**src/rtl/neopixel_frame_ctrl_if.sv**
```systemverilog
// neopixel_frame_ctrl_if
//   Bundles the UART byte stream, the writepixel handshake and the frame status
//   lines of neopixel_frame_ctrl.
//   master : the frame controller (consumes rx_*, px_busy; drives px_*, status).
//   slave  : the surrounding logic (rxuart, writepixel, status consumers).
//   Signals: rx_byte[7:0], rx_valid, px_valid, px_r/px_g/px_b[7:0], px_busy,
//            frame_active, frame_done, rx_err.
interface neopixel_frame_ctrl_if;
    logic [7:0] rx_byte;
    logic       rx_valid;
    logic       px_valid;
    logic [7:0] px_r;
    logic [7:0] px_g;
    logic [7:0] px_b;
    logic       px_busy;
    logic       frame_active;
    logic       frame_done;
    logic       rx_err;

    modport master (
        input  rx_byte, rx_valid, px_busy,
        output px_valid, px_r, px_g, px_b, frame_active, frame_done, rx_err
    );

    modport slave (
        output rx_byte, rx_valid, px_busy,
        input  px_valid, px_r, px_g, px_b, frame_active, frame_done, rx_err
    );
endinterface

```
**src/rtl/neopixel_frame_ctrl.sv**
```systemverilog
// neopixel_frame_ctrl
//   Pixel store plus frame scheduler for a NeoPixel chain. A 4-byte packet parser
//   (index, R, G, B) fills the store from the UART byte stream; every refresh
//   period the sequencer walks the store in index order through writepixel using
//   its valid/busy handshake, then holds a latch gap before returning to idle.
// Ports:
//   CLK : clock, rising edge only
//   RST : synchronous active-high reset (aborts any frame, clears the store)
//   np  : neopixel_frame_ctrl_if.master (rx stream in, pixel handshake, status)
// Build option:
//   NEOPIXEL_SHADOW_BUF_EN : parser writes a shadow store which is copied into the
//   display store when a frame starts, giving tear-free frames.
module neopixel_frame_ctrl #(
    parameter int unsigned NUM_PIXELS     = 10,
    parameter int unsigned IDX_W          = 4,
    parameter int unsigned GAP_CYCLES     = 1200,
    parameter int unsigned REFRESH_CYCLES = 1048576,
    parameter int unsigned RX_TIMEOUT     = 120000
) (
    input logic                    CLK,
    input logic                    RST,
    neopixel_frame_ctrl_if.master  np
);
    localparam int unsigned RefW = $clog2(REFRESH_CYCLES);
    localparam int unsigned GapW = $clog2(GAP_CYCLES + 1);
    localparam int unsigned TmoW = $clog2(RX_TIMEOUT + 1);

    localparam logic [RefW-1:0]  RefLast = RefW'(REFRESH_CYCLES - 1);
    localparam logic [GapW-1:0]  GapLast = GapW'(GAP_CYCLES - 1);
    localparam logic [TmoW-1:0]  TmoLast = TmoW'(RX_TIMEOUT - 1);
    localparam logic [IDX_W-1:0] IdxLast = IDX_W'(NUM_PIXELS - 1);

    // ---------------------------------------------------------------- parser
    typedef enum logic [1:0] {PIdx, PR, PG, PB} p_state_e;

    p_state_e         p_state_q, p_state_d;
    logic [IDX_W-1:0] p_idx_q;
    logic [7:0]       p_r_q;
    logic [7:0]       p_g_q;
    logic [TmoW-1:0]  tmo_cnt_q;
    logic             rx_err_q, rx_err_d;
    logic             idx_ok, tmo_hit, st_we;

    assign idx_ok  = 32'(np.rx_byte) < NUM_PIXELS;
    // A byte arriving on the expiry cycle wins over the timeout.
    assign tmo_hit = (p_state_q != PIdx) && !np.rx_valid && (tmo_cnt_q == TmoLast);

    always_comb begin
        p_state_d = p_state_q;
        case (p_state_q)
            PIdx: if (np.rx_valid && idx_ok) p_state_d = PR;
            PR: begin
                if (np.rx_valid)  p_state_d = PG;
                else if (tmo_hit) p_state_d = PIdx;
            end
            PG: begin
                if (np.rx_valid)  p_state_d = PB;
                else if (tmo_hit) p_state_d = PIdx;
            end
            PB: begin
                if (np.rx_valid)  p_state_d = PIdx;
                else if (tmo_hit) p_state_d = PIdx;
            end
            default: p_state_d = PIdx;
        endcase
    end

    always_comb begin
        st_we    = (p_state_q == PB) && np.rx_valid;
        rx_err_d = tmo_hit || ((p_state_q == PIdx) && np.rx_valid && !idx_ok);
    end

    always_ff @(posedge CLK) begin
        if (RST) begin
            p_state_q <= PIdx;
            p_idx_q   <= '0;
            p_r_q     <= '0;
            p_g_q     <= '0;
            tmo_cnt_q <= '0;
            rx_err_q  <= 1'b0;
        end else begin
            p_state_q <= p_state_d;
            rx_err_q  <= rx_err_d;
            if (np.rx_valid || (p_state_d == PIdx)) tmo_cnt_q <= '0;
            else                                    tmo_cnt_q <= tmo_cnt_q + TmoW'(1);
            if (np.rx_valid) begin
                case (p_state_q)
                    PIdx:    if (idx_ok) p_idx_q <= np.rx_byte[IDX_W-1:0];
                    PR:      p_r_q <= np.rx_byte;
                    PG:      p_g_q <= np.rx_byte;
                    default: ;
                endcase
            end
        end
    end

    // ----------------------------------------------------------- pixel store
    logic [23:0] disp_q [NUM_PIXELS];
    logic        frame_start;

`ifdef NEOPIXEL_SHADOW_BUF_EN
    logic [23:0] shadow_q [NUM_PIXELS];

    // The copy reads the pre-edge shadow, so a write on the start edge waits a frame.
    always_ff @(posedge CLK) begin
        if (RST) begin
            for (int i = 0; i < int'(NUM_PIXELS); i++) begin
                shadow_q[i] <= '0;
                disp_q[i]   <= '0;
            end
        end else begin
            if (st_we) shadow_q[p_idx_q] <= {p_r_q, p_g_q, np.rx_byte};
            if (frame_start) begin
                for (int i = 0; i < int'(NUM_PIXELS); i++) disp_q[i] <= shadow_q[i];
            end
        end
    end
`else
    always_ff @(posedge CLK) begin
        if (RST) begin
            for (int i = 0; i < int'(NUM_PIXELS); i++) disp_q[i] <= '0;
        end else if (st_we) begin
            disp_q[p_idx_q] <= {p_r_q, p_g_q, np.rx_byte};
        end
    end
`endif

    // ------------------------------------------------------- frame sequencer
    typedef enum logic [2:0] {StIdle, StIssue, StWaitHi, StWaitLo, StGap} seq_state_e;

    seq_state_e       state_q, state_d;
    logic [RefW-1:0]  ref_cnt_q, ref_cnt_d;
    logic [GapW-1:0]  gap_cnt_q, gap_cnt_d;
    logic [IDX_W-1:0] pix_idx_q, pix_idx_d;
    logic             px_valid_q;
    logic [23:0]      px_rgb_q;
    logic             frame_active_q, frame_active_d;
    logic             issue, done_pulse;

    always_ff @(posedge CLK) begin
        if (RST) begin
            state_q        <= StIdle;
            ref_cnt_q      <= '0;
            gap_cnt_q      <= '0;
            pix_idx_q      <= '0;
            px_valid_q     <= 1'b0;
            px_rgb_q       <= '0;
            frame_active_q <= 1'b0;
        end else begin
            state_q        <= state_d;
            ref_cnt_q      <= ref_cnt_d;
            gap_cnt_q      <= gap_cnt_d;
            pix_idx_q      <= pix_idx_d;
            px_valid_q     <= issue;
            frame_active_q <= frame_active_d;
            // Read-before-write: a same-cycle store write is not seen here.
            if (issue) px_rgb_q <= disp_q[pix_idx_q];
        end
    end

    always_comb begin
        state_d   = state_q;
        ref_cnt_d = ref_cnt_q;
        gap_cnt_d = gap_cnt_q;
        pix_idx_d = pix_idx_q;
        case (state_q)
            StIdle: begin
                if (ref_cnt_q == RefLast) begin
                    ref_cnt_d = '0;
                    pix_idx_d = '0;
                    state_d   = StIssue;
                end else begin
                    ref_cnt_d = ref_cnt_q + RefW'(1);
                end
            end
            StIssue:  if (!np.px_busy) state_d = StWaitHi;
            StWaitHi: if (np.px_busy)  state_d = StWaitLo;
            StWaitLo: begin
                if (!np.px_busy) begin
                    if (pix_idx_q == IdxLast) begin
                        gap_cnt_d = '0;
                        state_d   = StGap;
                    end else begin
                        pix_idx_d = pix_idx_q + IDX_W'(1);
                        state_d   = StIssue;
                    end
                end
            end
            StGap: begin
                if (gap_cnt_q == GapLast) begin
                    gap_cnt_d = '0;
                    state_d   = StIdle;
                end else begin
                    gap_cnt_d = gap_cnt_q + GapW'(1);
                end
            end
            default: state_d = StIdle;
        endcase
    end

    always_comb begin
        frame_start    = (state_q == StIdle) && (ref_cnt_q == RefLast);
        issue          = (state_q == StIssue) && !np.px_busy;
        done_pulse     = (state_q == StGap) && (gap_cnt_q == GapLast);
        frame_active_d = frame_active_q;
        if (frame_start)     frame_active_d = 1'b1;
        else if (done_pulse) frame_active_d = 1'b0;
    end

    assign np.px_valid     = px_valid_q;
    assign np.px_r         = px_rgb_q[23:16];
    assign np.px_g         = px_rgb_q[15:8];
    assign np.px_b         = px_rgb_q[7:0];
    assign np.frame_active = frame_active_q;
    assign np.frame_done   = done_pulse;
    assign np.rx_err       = rx_err_q;
endmodule

```
**src/flat_wrapper.sv**
```systemverilog
// flat-port wrapper written by rule: the top's interface ports become plain ports
module neopixel_frame_ctrl_flat 
#(
    parameter int unsigned NUM_PIXELS     = 10,
    parameter int unsigned IDX_W          = 4,
    parameter int unsigned GAP_CYCLES     = 1200,
    parameter int unsigned REFRESH_CYCLES = 1048576,
    parameter int unsigned RX_TIMEOUT     = 120000
)
  (CLK, RST, np_rx_byte, np_rx_valid, np_px_busy, np_px_valid, np_px_r, np_px_g, np_px_b, np_frame_active, np_frame_done, np_rx_err);
  neopixel_frame_ctrl_if np_i ();
  input logic CLK;
  input logic RST;
  input wire logic [$bits(np_i.rx_byte)-1:0] np_rx_byte;
  input wire logic [$bits(np_i.rx_valid)-1:0] np_rx_valid;
  input wire logic [$bits(np_i.px_busy)-1:0] np_px_busy;
  output wire logic [$bits(np_i.px_valid)-1:0] np_px_valid;
  output wire logic [$bits(np_i.px_r)-1:0] np_px_r;
  output wire logic [$bits(np_i.px_g)-1:0] np_px_g;
  output wire logic [$bits(np_i.px_b)-1:0] np_px_b;
  output wire logic [$bits(np_i.frame_active)-1:0] np_frame_active;
  output wire logic [$bits(np_i.frame_done)-1:0] np_frame_done;
  output wire logic [$bits(np_i.rx_err)-1:0] np_rx_err;
  assign np_i.rx_byte = np_rx_byte;
  assign np_i.rx_valid = np_rx_valid;
  assign np_i.px_busy = np_px_busy;
  assign np_px_valid = np_i.px_valid;
  assign np_px_r = np_i.px_r;
  assign np_px_g = np_i.px_g;
  assign np_px_b = np_i.px_b;
  assign np_frame_active = np_i.frame_active;
  assign np_frame_done = np_i.frame_done;
  assign np_rx_err = np_i.rx_err;
  neopixel_frame_ctrl #(.NUM_PIXELS(NUM_PIXELS), .IDX_W(IDX_W), .GAP_CYCLES(GAP_CYCLES), .REFRESH_CYCLES(REFRESH_CYCLES), .RX_TIMEOUT(RX_TIMEOUT)) u_core (.CLK(CLK), .RST(RST), .np(np_i));
endmodule
```
**config.mk**
```make
export PLATFORM = sky130hd
export DESIGN_NAME = neopixel_frame_ctrl_flat
export DESIGN_NICKNAME = d
export VERILOG_FILES = /design/src/rtl/neopixel_frame_ctrl_if.sv /design/src/rtl/neopixel_frame_ctrl.sv /design/src/flat_wrapper.sv
export SDC_FILE = /design/constraint.sdc
export NUM_CORES = 1
export LEC_CHECK = 0
export CAP_MARGIN = 40
export CORE_UTILIZATION = 65
export CTS_BUF_LIST = sky130_fd_sc_hd__clkbuf_2
export DETAILED_ROUTE_END_ITERATION = 12
export PLACE_DENSITY_LB_ADDON = 0.3
export SLEW_MARGIN = 20
export SYNTH_ARGS = -nofsm -noshare
export SYNTH_HDL_FRONTEND = slang
export SYNTH_SLANG_ARGS = --single-unit
```
**constraint.sdc**
```tcl
create_clock -name CLK -period 5.5 [get_ports CLK]
set_input_delay 1.1 -clock CLK [delete_from_list [all_inputs] [get_ports CLK]]
set_output_delay 1.1 -clock CLK [all_outputs]
set_load 0.01 [all_outputs]
```
After elaboration in Yosys (flattened, before gate mapping). Memory sizes are Yosys's and may differ from the RTL's. A register that Yosys moved wholly into a read port is not among the register bits. Index checks and enable logic that the tools add are counted.

Reductions and logical operators: 29. Add/sub/neg operators: 4. Order comparisons: 1. Eq/ne operators: 18. Muxes and demuxes: 32.

Operators by type and width (count): 11-bit 2-to-1 mux (3); 24-bit 2-to-1 mux (1); 24-bit OR reduction (1); 11-bit case mux with 2 select lines (1); 20-bit by 1-bit adder with 20-bit output (second input constant) (1); 20-bit equality test (second input constant) (1); 20-bit 2-to-1 mux (1); 3-bit 2-to-1 mux (6); 17-bit by 1-bit adder with 17-bit output (second input constant) (1); 17-bit equality test (second input constant) (1); 4-bit 2-to-1 mux (4); 3-bit case mux with 5 select lines (1); 11-bit by 1-bit adder with 11-bit output (second input constant) (1); 11-bit equality test (second input constant) (1); 2-bit 2-to-1 mux (5); 2-bit != test (second input constant) (5); 1-bit logical AND (9); 8-bit by 4-bit < comparator with 1-bit output (second input constant) (1); 1-bit 2-to-1 mux (8); 2-bit case mux with 4 select lines (1); 4-bit case mux with 2 select lines (1); 2-bit nonzero test (4); 3-bit by 2-bit equality test with 1-bit output (second input constant) (2); 3-bit AND reduction (2); 15 further kinds (22).

Memory bits (writable): 240. Output and inout port bits: 28. Memories: 1. Register bits after elaboration: 80. Bits of input ports: 12. Word-level logic and storage cells: 97.

Memory list: u_core.disp_q (words 10, width 24, read ports 1, clocked after Yosys merged registers in 1, wr ports 10, RTL line neopixel_frame_ctrl.sv:98) `logic [23:0] disp_q [NUM_PIXELS];`.

Depth between registers and ports, before layout.
Word-level depth: 9. Mapped depth: 11. Mapped depth without buffers: 6.

Worst setup path before layout. OpenSTA, ideal clock, no wires.

Path type: in2reg. Start: in np_rx_valid. End: mem u_core.disp_q[9][0], enable pin. Required time: 5.062 ns. Cell stages on the path: 3. Library setup time: 0.438 ns. Path buffers: 1. Slack: 1.950 ns. Arrival: 3.111 ns. Path through: buf_2 > nand3_1 > o21ai_0.

RTL lines: from (decl) (RTL line flat_wrapper.sv:15) `input wire logic [$bits(np_i.rx_valid)-1:0] np_rx_valid;`; to (decl) (RTL line neopixel_frame_ctrl.sv:98).

Final worst setup path.
Start: reg u_core.gap_cnt_q[5]. End: out np_frame_done.

Word-level cells in the longest chain between the ends: 2.

Ends and longest elaborated chain: from (decl) (RTL line neopixel_frame_ctrl.sv:133) `logic [GapW-1:0] gap_cnt_q, gap_cnt_d;`; from (signal assigned) (RTL line neopixel_frame_ctrl.sv:152) `gap_cnt_q <= gap_cnt_d;`; 11-bit equality test (RTL line neopixel_frame_ctrl.sv:204) `done_pulse = (state_q == StGap) && (gap_cnt_q == GapLast);`; 1-bit logical AND (RTL line neopixel_frame_ctrl.sv:204); to (decl) (RTL line flat_wrapper.sv:22) `output wire logic [$bits(np_i.frame_done)-1:0] np_frame_done;`.

No other way between the ends.

==> results.json <==
{
  "finish.instance_area_mm2": 0.0221,
  "synth_cell_type_count": 59,
  "synth-seq-area-share": 0.676,
  "slew_viol_final": 0,
  "status": "completed",
  "cts_made_buffers": 114,
  "power_mw": 6.45,
  "ant_nets": 0,
  "hold_buffers": 0,
  "dieArea_mm2": 0.0317,
  "grt_pass1_vias": 12000,
  "hold_class": "reg -> reg",
  "clockBufferDepth": 3,
  "cellLeakagePower_nw": 7.86,
  "grt_overflow_total": 0,
  "numPortBuffers": 39,
  "ys_seq_elements": 488,
  "grt_max_degree": 52,
  "row_count": 64,
  "antenna_found_initial": 1,
  "synth_ff_type": "edfxtp_1",
  "required_ns": 4.40,
  "r2r_start": "u_core.p_state_q[0]",
  "grt_pass1_wl_um": 65800,
  "period_needed_ns": 3.81,
  "critPathSlowestCell": "clkdlybuf4s50_1",
  "area_growth_pct": 9.74,
  "max_stage_delay_ns": 0.53,
  "path_cells": "nor4b_1 -> nand4_1 -> inv_1 -> clkdlybuf4s50_1",
  "wl_per_cell_um": 21.9,
  "syn_nets": 1384,
  "synth.largest_area_cell": "edfxtp_1",
  "critPathKind": "reg -> out",
  "drc": 0,
  "endpoint_kind": "primary output",
  "crit_start": "u_core.gap_cnt_q[5]",
  "crit_arrival_ns": 2.71,
  "wl_um": 42900,
  "yosysWarnings": 0,
  "cts_tree": "built",
  "htree_levels": 3,
  "worstMarginPinSlew_ns": 0.785,
  "start_kind": "flip-flop",
  "synth_area_mm2": 0.0201,
  "clock_skew_ns": 0.118,
  "finalCoreUtilization": 0.725,
  "ys_top_cells_by_area": "edfxtp_1 (57%), mux4_2 (11%), dfxtp_1 (10%), nor2_1 (5.0%), mux2i_1 (2.2%)",
  "clk_latency_ns": 0.99,
  "dpl.cell_count": 1752,
  "async_reset_ff_frac": 0,
  "worst_hold_slack_ns": 0.450,
  "initial_utilization": 0.660,
  "fmax_mhz": 262,
  "coreArea_mm2": 0.0305,
  "cts-root-buf": "clkbuf_2",
  "drv_cap": 0,
  "tns_ns": 0,
  "vias_per_cell": 6.17,
  "clk_pin_slew_ns": 0.10,
  "detailroute.via_count": 12100,
  "drive_gt1_frac": 0.242,
  "irDropWorstVdd_uv": 195,
  "fin_ws_ns": 1.69,
  "cts_resized": 0,
  "hp-start": "u_core.tmo_cnt_q[0]",
  "critical_path_buf_inv_count": 2,
  "synth_most_common_cell": "edfxtp_1",
  "syn_area_per_cell_um2": 14.7,
  "finalSetupViolCount": 0,
  "die_x_um": 178,
  "die_h_um": 178,
  "crit_fanout": 6,
  "drt_first_pass_iters": 7,
  "dpl_cell_area_mm2": 0.0210,
  "yosys-top-cells-count": "edfxtp_1 (384), nor2_1 (269), dfxtp_1 (104), mux4_2 (96), nand2_1 (59)",
  "hold_viol_final": 0,
  "layout.nets": 1493,
  "max_slew_margin": 0.476,
  "synth_edf_count": 384,
  "cp_top_family": "simple AND/OR/NAND/NOR gates",
  "drt_iter0_drc": 1042,
  "gp_congestion": 0.780,
  "io-pin-count": 40,
  "synth_top_area_frac": 0.572,
  "syn_inst": 1367,
  "stdcell_count": 1963,
  "min_period_over_period": 0.694,
  "place_ws_ns": 1.13,
  "post_cts_buffers": 0,
  "dp_hpwl_um": 28000,
  "track_usage": 0.281,
  "p_per_area_mw_per_mm2": 292,
  "cts.sinks": 488,
  "rsz0062_at_grt": "false"
}
state kept, by name, summed over array words and instances (netlist names), 8 cells and up:
signal	cells
u_core.ref_cnt_q	20
u_core.gap_cnt_q	11
u_core.disp_q	384
u_core.p_g_q	8
u_core.tmo_cnt_q	17
u_core.p_r_q	8
u_core.px_rgb_q	24
path summary, 6_finish.rpt:
check	endpoint	slack [ns]	cells after the start
worst max-delay path	np_frame_done	1.69	4
worst min-delay path	u_core.tmo_cnt_q[0]	0.45	1
worst max register to register	u_core.disp_q[2][18]	2.71	5
worst min register to register	u_core.tmo_cnt_q[0]	0.45	1
per-layer routing:
layer / GRT usage / vias to the layer above / wire, um / part of all wire
met1: 0.390 / 5982 / 17300 / 0.40
met4: 0.102 / 0 / 1080 / 0.025
li1: - / 5446 / - / -
met2: 0.437 / 607 / 20600 / 0.48
met3: 0.0654 / 83 / 4000 / 0.093
met5: 0 / - / 0 / 0
layout make-up:
class,instances,area [um^2]
well taps,396,495
inverters,35,131
repair buffers,74,820
clock buffers,190,951
multi-input cells,763,6020
diodes,1,2.50
fillers,1938,8400
clock inverters,16,70.1
flip-flops and latches,488,13600
power breakdown:
part | switching, mW | internal (mW)
combinational | 0.0854 | 0.0608
clock | 1.37 | 0.896
sequential | 0.0263 | 4.01
total | 1.48 | 4.96
cells by family after synthesis:
group           count (synthesis)  synth area share
buf+inv                       116            0.0269
mux                           165             0.143
simple gates                  455             0.104
xor+xnor                       24            0.0104
flops                         488             0.676
fa+ha+maj                       5           0.00311
compound gates                114            0.0365
worst register-to-register path, delay by kind of cell, from the launching register on:
kind	cells	cell delay, ns
buffers and inverters	1	0.23
DFF	1	0.46
and+or+nand+nor	4	1.73
layout by cell type, fill, tap and decap left out, drive strengths merged, types with 16 or more instances in the layout:
master         count
edfxtp           384
nor2             269
clkbuf           190
dfxtp            104
mux4              96
nand2             59
mux2i             45
clkdlybuf4s50     38
inv               37
o21ai             36
buf               36
nand3             27
a22oi             25
mux2              24
a21oi             19
nand4             17
xor2              16
No activity file was read; power rests on OpenSTA's default activity.
